`src/rtl/pe_cluster_port.sv`:
```
// PE-side port of a cluster crossbar: TX FIFO feeding a held head register,
// RX FIFO with drop accounting and address checking.
module pe_cluster_port #(
  parameter int D_W      = 32,
  parameter int X_W      = 2,
  parameter int Y_W      = 2,
  parameter int C_W      = 4,
  parameter int X        = 0,
  parameter int Y        = 0,
  parameter int PE_ID    = 0,
  parameter int TX_DEPTH = 4,
  parameter int RX_DEPTH = 4,
  localparam int P_W     = 1 + X_W + Y_W + C_W + D_W,
  localparam int TA_W    = $clog2(TX_DEPTH),
  localparam int RA_W    = $clog2(RX_DEPTH)
) (
  input  logic             clk,
  input  logic             rst,
  input  logic             ce,
  input  logic             tx_valid,
  output logic             tx_ready,
  input  logic [X_W-1:0]   tx_dst_x,
  input  logic [Y_W-1:0]   tx_dst_y,
  input  logic [C_W-1:0]   tx_dst_pe,
  input  logic [D_W-1:0]   tx_data,
  output logic [P_W-1:0]   peout_packet,
  input  logic             ack,
  input  logic [P_W-1:0]   pein_packet,
  input  logic             pein_vld,
  output logic             rx_valid,
  input  logic             rx_ready,
  output logic [D_W-1:0]   rx_data,
  output logic [TA_W:0]    tx_count,
  output logic             rx_overflow,
  output logic             rx_misroute,
  output logic [7:0]       drop_count,
  output logic             idle
);

  localparam logic [X_W-1:0] OWN_X  = X_W'(X);
  localparam logic [Y_W-1:0] OWN_Y  = Y_W'(Y);
  localparam logic [C_W-1:0] OWN_PE = C_W'(PE_ID);

  logic [P_W-1:0]  tx_mem [TX_DEPTH];
  logic [TA_W-1:0] tx_wr_ptr_r, tx_rd_ptr_r;
  logic [TA_W:0]   tx_count_r, tx_count_next_s;
  logic [P_W-1:0]  head_r, head_next_s;

  logic [D_W-1:0]  rx_mem [RX_DEPTH];
  logic [RA_W-1:0] rx_wr_ptr_r, rx_rd_ptr_r;
  logic [RA_W:0]   rx_count_r, rx_count_next_s;
  logic            rx_overflow_r, rx_misroute_r;
  logic [7:0]      drop_count_r;

  logic            tx_push_s, head_take_s, tx_nonempty_s, tx_pop_s, tx_wr_s;
  logic [P_W-1:0]  push_pkt_s;
  logic            rx_req_s, rx_pop_s, rx_full_s, rx_wr_s, rx_drop_s, rx_bad_addr_s;

  assign tx_ready      = (tx_count_r < (TA_W+1)'(TX_DEPTH));
  assign tx_push_s     = ce & tx_valid & tx_ready;
  assign push_pkt_s    = {1'b1, tx_dst_x, tx_dst_y, tx_dst_pe, tx_data};
  assign head_take_s   = ce & (~head_r[P_W-1] | ack);
  assign tx_nonempty_s = (tx_count_r != (TA_W+1)'(0));
  assign tx_pop_s      = head_take_s & tx_nonempty_s;
  // A push into a free head with an empty FIFO bypasses the FIFO entirely.
  assign tx_wr_s       = tx_push_s & ~(head_take_s & ~tx_nonempty_s);

  assign rx_valid      = (rx_count_r != (RA_W+1)'(0));
  assign rx_req_s      = ce & pein_vld;
  assign rx_pop_s      = ce & rx_valid & rx_ready;
  assign rx_full_s     = (rx_count_r == (RA_W+1)'(RX_DEPTH));
  assign rx_wr_s       = rx_req_s & (~rx_full_s | rx_pop_s);
  assign rx_drop_s     = rx_req_s & rx_full_s & ~rx_pop_s;
  assign rx_bad_addr_s = ~pein_packet[P_W-1] |
                         (pein_packet[P_W-2 -: X_W+Y_W+C_W] != {OWN_X, OWN_Y, OWN_PE});

  assign peout_packet  = head_r;
  assign tx_count      = tx_count_r;
  assign rx_data       = rx_valid ? rx_mem[rx_rd_ptr_r] : D_W'(0);
  assign rx_overflow   = rx_overflow_r;
  assign rx_misroute   = rx_misroute_r;
  assign drop_count    = drop_count_r;
  assign idle          = ~head_r[P_W-1] & ~tx_nonempty_s & ~rx_valid;

  // Next head value and TX occupancy.
  always_comb begin
    head_next_s     = head_r;
    tx_count_next_s = tx_count_r;
    if (head_take_s) begin
      if (tx_nonempty_s) begin
        head_next_s = tx_mem[tx_rd_ptr_r];
      end else if (tx_push_s) begin
        head_next_s = push_pkt_s;
      end else begin
        head_next_s = P_W'(0);
      end
    end else begin
      head_next_s = head_r;
    end
    case ({tx_wr_s, tx_pop_s})
      2'b10:   tx_count_next_s = tx_count_r + (TA_W+1)'(1);
      2'b01:   tx_count_next_s = tx_count_r - (TA_W+1)'(1);
      default: tx_count_next_s = tx_count_r;
    endcase
  end

  // Next RX occupancy.
  always_comb begin
    rx_count_next_s = rx_count_r;
    case ({rx_wr_s, rx_pop_s})
      2'b10:   rx_count_next_s = rx_count_r + (RA_W+1)'(1);
      2'b01:   rx_count_next_s = rx_count_r - (RA_W+1)'(1);
      default: rx_count_next_s = rx_count_r;
    endcase
  end

  // FIFO storage; contents are qualified by the counters so need no reset.
  always_ff @(posedge clk) begin
    if (tx_wr_s) tx_mem[tx_wr_ptr_r] <= push_pkt_s;
    if (rx_wr_s) rx_mem[rx_wr_ptr_r] <= pein_packet[D_W-1:0];
  end

  // TX head, pointers and occupancy.
  always_ff @(posedge clk or posedge rst) begin
    if (rst) begin
      head_r      <= P_W'(0);
      tx_wr_ptr_r <= TA_W'(0);
      tx_rd_ptr_r <= TA_W'(0);
      tx_count_r  <= (TA_W+1)'(0);
    end else begin
      head_r     <= head_next_s;
      tx_count_r <= tx_count_next_s;
      if (tx_wr_s)  tx_wr_ptr_r <= tx_wr_ptr_r + TA_W'(1);
      if (tx_pop_s) tx_rd_ptr_r <= tx_rd_ptr_r + TA_W'(1);
    end
  end

  // RX pointers, occupancy and sticky status.
  always_ff @(posedge clk or posedge rst) begin
    if (rst) begin
      rx_wr_ptr_r   <= RA_W'(0);
      rx_rd_ptr_r   <= RA_W'(0);
      rx_count_r    <= (RA_W+1)'(0);
      rx_overflow_r <= 1'b0;
      rx_misroute_r <= 1'b0;
      drop_count_r  <= 8'd0;
    end else begin
      rx_count_r <= rx_count_next_s;
      if (rx_wr_s)  rx_wr_ptr_r <= rx_wr_ptr_r + RA_W'(1);
      if (rx_pop_s) rx_rd_ptr_r <= rx_rd_ptr_r + RA_W'(1);
      if (rx_drop_s) begin
        rx_overflow_r <= 1'b1;
        if (drop_count_r != 8'hFF) drop_count_r <= drop_count_r + 8'd1;
      end
      if (rx_req_s && rx_bad_addr_s) rx_misroute_r <= 1'b1;
    end
  end

endmodule

```
`config.mk`:
```
export PLATFORM = sky130hd
export DESIGN_NAME = pe_cluster_port
export DESIGN_NICKNAME = d
export VERILOG_FILES = /design/src/rtl/pe_cluster_port.sv
export SDC_FILE = /design/constraint.sdc
export NUM_CORES = 1
export LEC_CHECK = 0
export ABC_AREA = 1
export CAP_MARGIN = 20
export CORE_MARGIN = 2
export CORE_UTILIZATION = 40
export DETAILED_ROUTE_END_ITERATION = 12
export GPL_TIMING_DRIVEN = 0
export SLEW_MARGIN = 20
export SYNTH_ARGS = -nofsm -noshare
export SYNTH_HDL_FRONTEND = slang
export SYNTH_SLANG_ARGS = --single-unit
```
`constraint.sdc`:
```
create_clock -name clk -period 6 [get_ports clk]
set_clock_uncertainty 0.2 [all_clocks]
set_input_delay 1.8 -clock clk [delete_from_list [all_inputs] [get_ports clk]]
set_output_delay 1.8 -clock clk [all_outputs]
set_load 0.02 [all_outputs]
```
## Word level (Yosys, flattened, before mapping)

Memory sizes are Yosys's and may differ from the RTL's.
Cells that the tools add are included.

- Add/sub/neg operators: 9
- Equality and inequality tests: 6
- Bitwise gates (word level): 24
- $lt $le $gt $ge: 1
- Mux-type cells: 9
- Reductions and logical operators: 7

Operators with widths:

| kind | count |
|---|---|
| $mux W41 | 2 |
| $mux W32 | 1 |
| $and A1 B1 Y1 | 14 |
| $pmux W3 S2 | 2 |
| $add A2 B1 Y2 const B | 4 |
| $add A8 B1 Y8 const B | 1 |
| $ne A8 B8 Y1 const B | 1 |
| $reduce_bool A8 Y1 | 1 |
| $not A1 Y1 | 7 |
| $add A3 B1 Y3 const B | 2 |
| $reduce_bool A3 Y1 | 2 |
| $sub A3 B1 Y3 const B | 2 |
| $eq A2 B1 Y1 const B | 2 |
| $eq A2 B2 Y1 const B | 2 |
| $mux W1 | 4 |
| $reduce_bool A2 Y1 | 2 |
| $eq A3 B3 Y1 const B | 1 |
| $lt A3 B3 Y1 const B | 1 |
| $or A1 B1 Y1 | 3 |
| $reduce_and A2 Y1 | 1 |
| $logic_and A1 B1 Y1 | 1 |

- Output and inout port bits: 89
- Input port bits: 88
- Memories: 2
- Word-level logic and storage cells: 68
- Bits in registers: 65
- RAM bits: 288

Memory list:

| name | words | bits a word | read ports | clocked after memory_dff | wr ports | line | text |
|---|---|---|---|---|---|---|---|
| tx_mem | 4 | 40 | 1 | 0 | 1 | 44 | `logic [P_W-1:0] tx_mem [TX_DEPTH];` |
| rx_mem | 4 | 32 | 1 | 0 | 1 | 49 | `logic [D_W-1:0] rx_mem [RX_DEPTH];` |

## Depth between registers and ports, before layout

- Depth after elaboration: 8
- Gate-level depth with buffers: 13
- Gate-level depth less buffers: 12

## Worst setup path after synthesis

Ideal clock, no wire load.

- Path kind: in2reg
- From: in ack
- To: mem tx_mem[0][0] (netlist bit) (enable)
- Library setup time: 0.437 ns
- Required time: 5.363 ns
- Stages: 5
- Path buffers: 0
- Setup slack: 1.523 ns
- Arrival time: 3.839 ns
- Cells stage by stage: inv_1 > nand2_1 > nand2_2 > o21ai_2 > nor2_1

- Word-level cells in the longest chain between the ends: 7

RTL lines:

| what | line | text |
|---|---|---|
| start: declaration | 27 | `input logic ack,` |
| $or A1 B1 Y1 | 62 | `assign head_take_s = ce & (~head_r[P_W-1] \| ack);` |
| $and A1 B1 Y1 | 62 |  |
| $and A1 B1 Y1 | 66 | `assign tx_wr_s = tx_push_s & ~(head_take_s & ~tx_nonempty_s);` |
| $not A1 Y1 | 66 |  |
| $and A1 B1 Y1 | 66 |  |
| $mux W1 | 119 | `if (tx_wr_s) tx_mem[tx_wr_ptr_r] <= push_pkt_s;` |
| $mux W1 (implied by the code) | 119 |  |
| end: declaration | 44 |  |

No other way between the ends.

## Worst setup path after layout

- From: reg rx_rd_ptr_r[0]
- To: out rx_data[31]

- Word-level cells in the longest chain between the ends: 2

RTL lines:

| what | line | text |
|---|---|---|
| start: declaration | 50 | `logic [RA_W-1:0] rx_wr_ptr_r, rx_rd_ptr_r;` |
| start signal: assignment | 150 | `if (rx_pop_s) rx_rd_ptr_r <= rx_rd_ptr_r + RA_W'(1);` |
| $mem_v2 Z4 W32 | - |  |
| $mux W32 | 79 | `assign rx_data = rx_valid ? rx_mem[rx_rd_ptr_r] : D_W'(0);` |
| end: declaration | 32 | `output logic [D_W-1:0] rx_data,` |

No other way between the ends.

==> results.toml <==
[sta]
period_share = 0.796
worstMarginPinSlew_ns = 0.764
post-route-min-period_ns = 4.78
clock.fmax_ghz = 0.209
setup_viol = 0
worst_slack_ns = 1.22
fin_setup_tns_ns = 0
timing.slew.headroom = 0.489
rsz0062_at_grt = "false"
drv_slew = 0
holdWs_ns = 0.287
hold_viol_final = 0

[setup_path]
crit_buf_inv = 4
crit_family = "buffers and inverters"
cp_num_cells = 6
rr_endpoint = "tx_count[2]"
crit_path_end_kind = "output pin"
startpoint = "rx_rd_ptr_r[0]"
critPathCapture = "rx_data[31]"
max_stage_delay_ns = 0.67
worst_setup_path_start_kind = "register"
reg2reg_from = "peout_packet[40]"
crit_fanout = 10
required_ns = 4.00
worstRegToRegCells = 9
crit_arrival_ns = 2.78
cp_slowest_cell = "clkdlybuf4s50_1"
reg2reg_slack_ns = 3.28
path_class = "register to output pin"
path_cells = "inv_2 -> buf_2 -> clkbuf_1 -> o21ai_0 -> a21oi_1 -> clkdlybuf4s50_1"

[route]
drc = 0
ant_nets = 0
dr.first_iter.drc_count = 683
routedWlPerCell_um = 18.2
met3_length_um = 1930
m1WireLength_um = 15100
top_layer_used = "met5"
wirelength_um = 34100
first_pass_iters = 5
route.met2.wl_um = 16400
num_vias = 9499
via_per_inst = 5.07

[cts]
htreeDepth = 2
cts-resized-gates = 0
clk_latency_ns = 0.52
clk_path_buf_depth = 3
cts_hold_buf = 0
cts.sinks = 353
post_cts_buffers = 0
cts_root_buf = "clkbuf_16"
cts_tree = "yes"
cts.clk_slew.worst_paths_ns = 0.06
cts_buffers = 39

[worst_hold_path]
holdCritPathClass = "register to register"

[cells_and_area]
drive_above_1_share = 0.0867
seq_area_um2 = 10300
fillers = 3019
final_core_util = 0.521
area_growth_pct = 28.3
num-nets-final = 1487
multi_input_area_um2 = 3360

[floorplan]
num_rows = 68
die_w_um = 191
io_pins = 177
die_h_um = 191
die_area_um2 = 36600
initial_core_util = 0.406
core_area_um2 = 34500

[logic_synthesis]
synthesis.area_um2 = 14000
synth_edf_count = 288
yosys_register_bits = 353
syn_avg_cell_area_um2 = 12.1
synth_top_flop_cell = "edfxtp_1"
netlist_instances = 1159
syn-num-nets = 1259
synth_cell_types = 30
async_reset_ff_frac = 0.184
yosysWarnings = 0
ys_seq_area_frac = 0.733

[pwr]
swShare = 0.349
peakVddDrop_uv = 262
p_per_area_nw_per_um2 = 482
p_seq_frac = 0.367
p_comb_frac = 0.360
switchingPower_mw = 3.02
power.share.clock = 0.272
p_int_mw = 5.64
p_leak_nw = 6.47

[outcome]
status = "finished, final reports clean"

[placement]
dp_hpwl_um = 22100
gp_congestion = 0.756
pre_cts_slack_ns = 1.25
port_buffers = 176

[global_route]
grt_max_degree = 41
antenna_found_initial = 3
grt_overflow = 0
grt_pass1_wl_um = 52500
grt_pass1_vias = 9428
track_usage = 0.186

[run]
max_cap_viol_count = 0
==> registers in the layout (all words and copies together), names as in the netlist, 3 cells and up <==
signal and cells:
peout_packet 41, rx_mem 128, tx_mem 160, drop_count 8, tx_count 3, rx_count_r 3
==> layout make-up <==
cell class	instances	area share
Sequential cell	353	0.571
Multi-Input combinational cell	700	0.187
Timing Repair Buffer	187	0.114
Clock buffer	60	0.0643
Tap cell	455	0.0317
Buffer	65	0.0164
Inverter	41	0.00870
Clock inverter	12	0.00717
Antenna cell	1	0.000139
==> worst min-delay path by stage <==
stage	startpoint	endpoint	slack, ns	cells past startpoint
3_3_place_gp	rx_misroute	rx_misroute	0.25	2
6_report	rx_overflow	rx_overflow	0.29	1
5_1_grt	rx_overflow	rx_overflow	0.30	1
3_5_place_dp	rx_overflow	rx_overflow	0.26	1
4_1_cts	rx_overflow	rx_overflow	0.29	1
2_1_floorplan	rx_count_r[0]	rx_count_r[0]	0.26	1
==> power groups by stage <==
stage | logic (mW) | registers, mW | clock network (mW)
after floorplan | 1.60 | 3.38 | 0
after global placement | 3.05 | 3.24 | 0
after detailed placement | 3.14 | 3.23 | 0
after CTS | 3.16 | 3.18 | 2.41
after global routing | 3.44 | 3.22 | 2.50
final | 3.12 | 3.18 | 2.36
==> synthesized netlist by cell type, drive strengths merged, types with 2 or more instances <==
cell type  number  area (µm²)
a21oi          37         185
buf            30         161
clkbuf         35         133
dfrtp          65        1630
edfxtp        288        8650
fa              2        40.0
ha             10         125
inv            40         150
nand2         122         460
nand3          89         450
nand4           2        12.5
nor2          229         870
nor3            2        10.0
nor4            2        12.5
o21ai         152         772
o22ai          40         250
xnor2           4        35.0
xor2            8        70.1
==> cell families after synthesis <==
| logic type | after synthesis | synth area share |
|---|---|---|
| compound gates | 229 | 0.0861 |
| xor+xnor | 12 | 0.00750 |
| fa+ha+maj | 12 | 0.0118 |
| simple gates | 447 | 0.130 |
| buf+inv | 106 | 0.0319 |
| flops | 353 | 0.733 |
==> worst register-to-register path, cell delays in order (launching register included) <==
cell     delay, ns
dfrtp_1       0.43
nand2_1       0.11
nand2_2       0.16
o21ai_2       0.58
ha_1          0.27
inv_1         0.07
fa_1          0.37
a21oi_1       0.15
o21ai_0       0.11
xor2_1        0.15
==> stage by stage <==
stage	instance area, µm²	std cells	power (mW)
after floorplan	14000	1159	4.98
final	18000	1874	8.66
after global routing	18000	1874	9.16
after global placement	16400	1790	6.29
after detailed placement	16700	1801	6.37
after CTS	18000	1873	8.75
==> routing by layer <==
metal / vias to the layer above / GRT usage
met1: 4606 / 0.252
met4: 4 / 0.0518
li1: 4564 / -
met3: 52 / 0.0341
met2: 273 / 0.310
met5: - / 0
==> placed cells by master, fill, tap and decap left out, types with 9 or more instances in the layout <==
cell type        instances
a21oi_1                 37
buf_2                   24
clkbuf_1                46
clkbuf_16               40
clkdlybuf4s50_1        176
dfrtp_1                 65
edfxtp_1               288
ha_1                    10
inv_1                   32
nand2_1                121
nand3_1                 88
nor2_1                 219
nor2_4                   9
o21ai_0                134
o21ai_1                 15
o22ai_1                 40
No activity file was read; power rests on OpenSTA's default activity.
==> patch: new RTL, config.mk and constraints unchanged <==
The parameter `D_W` goes from 32 to 16.
--- a/src/rtl/pe_cluster_port.sv
+++ b/src/rtl/pe_cluster_port.sv
@@ -2,5 +2,5 @@
 // RX FIFO with drop accounting and address checking.
 module pe_cluster_port #(
-  parameter int D_W      = 32,
+  parameter int D_W      = 16,
   parameter int X_W      = 2,
   parameter int Y_W      = 2,
Ports: changed (resized pein_packet, peout_packet, rx_data and tx_data); port bits go from 177 to 113. The function was not compared with the original's and may differ.
==> patch against the original RTL <==
Area after synthesis decreased by 39%. Total power fell by 41%. Worst setup slack gained 0.22 ns. Sequential cell count shrank 144. Critical path depth unchanged. Cell count fell by 37%. Via count decreased by 39%. Maximum frequency is 4.9% higher. Cell area is 39% lower. Die area decreased by 38%. Largest cell class unchanged. Routed wire length down 42%.
==> patch: results (changes against the original RTL) <==
- Highest routing layer actually used: met4 (was met5)
- Met1 wire length: 8.90 mm (was 15.1 mm)
- Worst-Skew Late Latency: 0.49 ns (was 0.52 ns)
- R2R Setup Slk: 3.43 ns (was 3.28 ns)
- Syn_nets: 804 (was 1,259)
- Fin cells: 1,173 (was 1,874)
- Post-DP HPWL: 12.9 mm (was 22.1 mm)
- Slew @ Worst Pin: 0.563 ns (was 0.764 ns)
- Pre-CTS setup slack: 1.49 ns (was 1.25 ns)
- Post-synthesis compound-gate area fraction: 8.52% (was 8.61%)
- Htree depth: 1 (was 2)
- Leakage: 0.00406 uW (was 0.00647 uW)
- M2 GR Usage: 29.6% (was 31.0%)
- Sequential area share after synthesis: 70.5% (was 73.3%)
- Total CTS buffers: 23 (was 39)
- Hold Slack: 0.271 ns (was 0.287 ns)
- Power after layout: 5130 uW (was 8660 uW)
- Post-synth cell types: 31 (was 30)
- Wire length on met2: 9.66 mm (was 16.4 mm)
- Largest net degree at the start of global routing: 36 (was 41)
- Crit path DAT: 2.55 ns (was 2.78 ns)
- EDFF count, synth: 160 (was 288)
- Crit path capture: rx_data[1] (was rx_data[31])
- Fin nets: 950 (was 1,487)
- Seq group: 1900 uW (was 3180 uW)
- Status: finished, final reports clean (unchanged)
- Number of diodes: 0 (was 1)
- First-pass GRT wire length: 31.3 mm (was 52.5 mm)
- Critical path's largest stage delay: 0.64 ns (was 0.67 ns)
- Initial antenna violation count: 0 (was 3)
- Via/cell ratio: 4.92 (was 5.07)
- Number of I/O port buffers: 112 (was 176)
- Synth Area in Adders: 1.93% (was 1.18%)
- Max reg flops: 96 (was 160)
- RR Startpoint: tx_count[0] (was peout_packet[40])
- Syn Inst Count: 736 (was 1,159)
==> patch: cell count changes after synthesis, sizes merged, moves of 22 or more <==
cell | before | now
clkbuf | 35 | 13
o21ai | 152 | 88
edfxtp | 288 | 160
nand2 | 122 | 93
nor2 | 229 | 137
nand3 | 89 | 59
==> patch: area by class of cell <==
cell class,count,area [um2],area share (%)
Tap cell,275,344,3.14
Multi-Input combinational cell,451,2230,20.4
Clock buffer,29,608,5.55
Inverter,41,156,1.43
Timing Repair Buffer,121,1300,11.9
Sequential cell,209,6030,55.1
Clock inverter,12,93.8,0.857
Buffer,35,180,1.65
==> patch: kinds of logic (layout without fill, tap and decap cells) <==
logic type	count (synthesis)	count (layout)
AO/OA/AOI/OAI	134	134
adder cells (fa/ha/maj)	12	12
flip-flops	209	209
XOR/XNOR	10	10
AND/OR/NAND/NOR	295	295
buffers and inverters	76	238
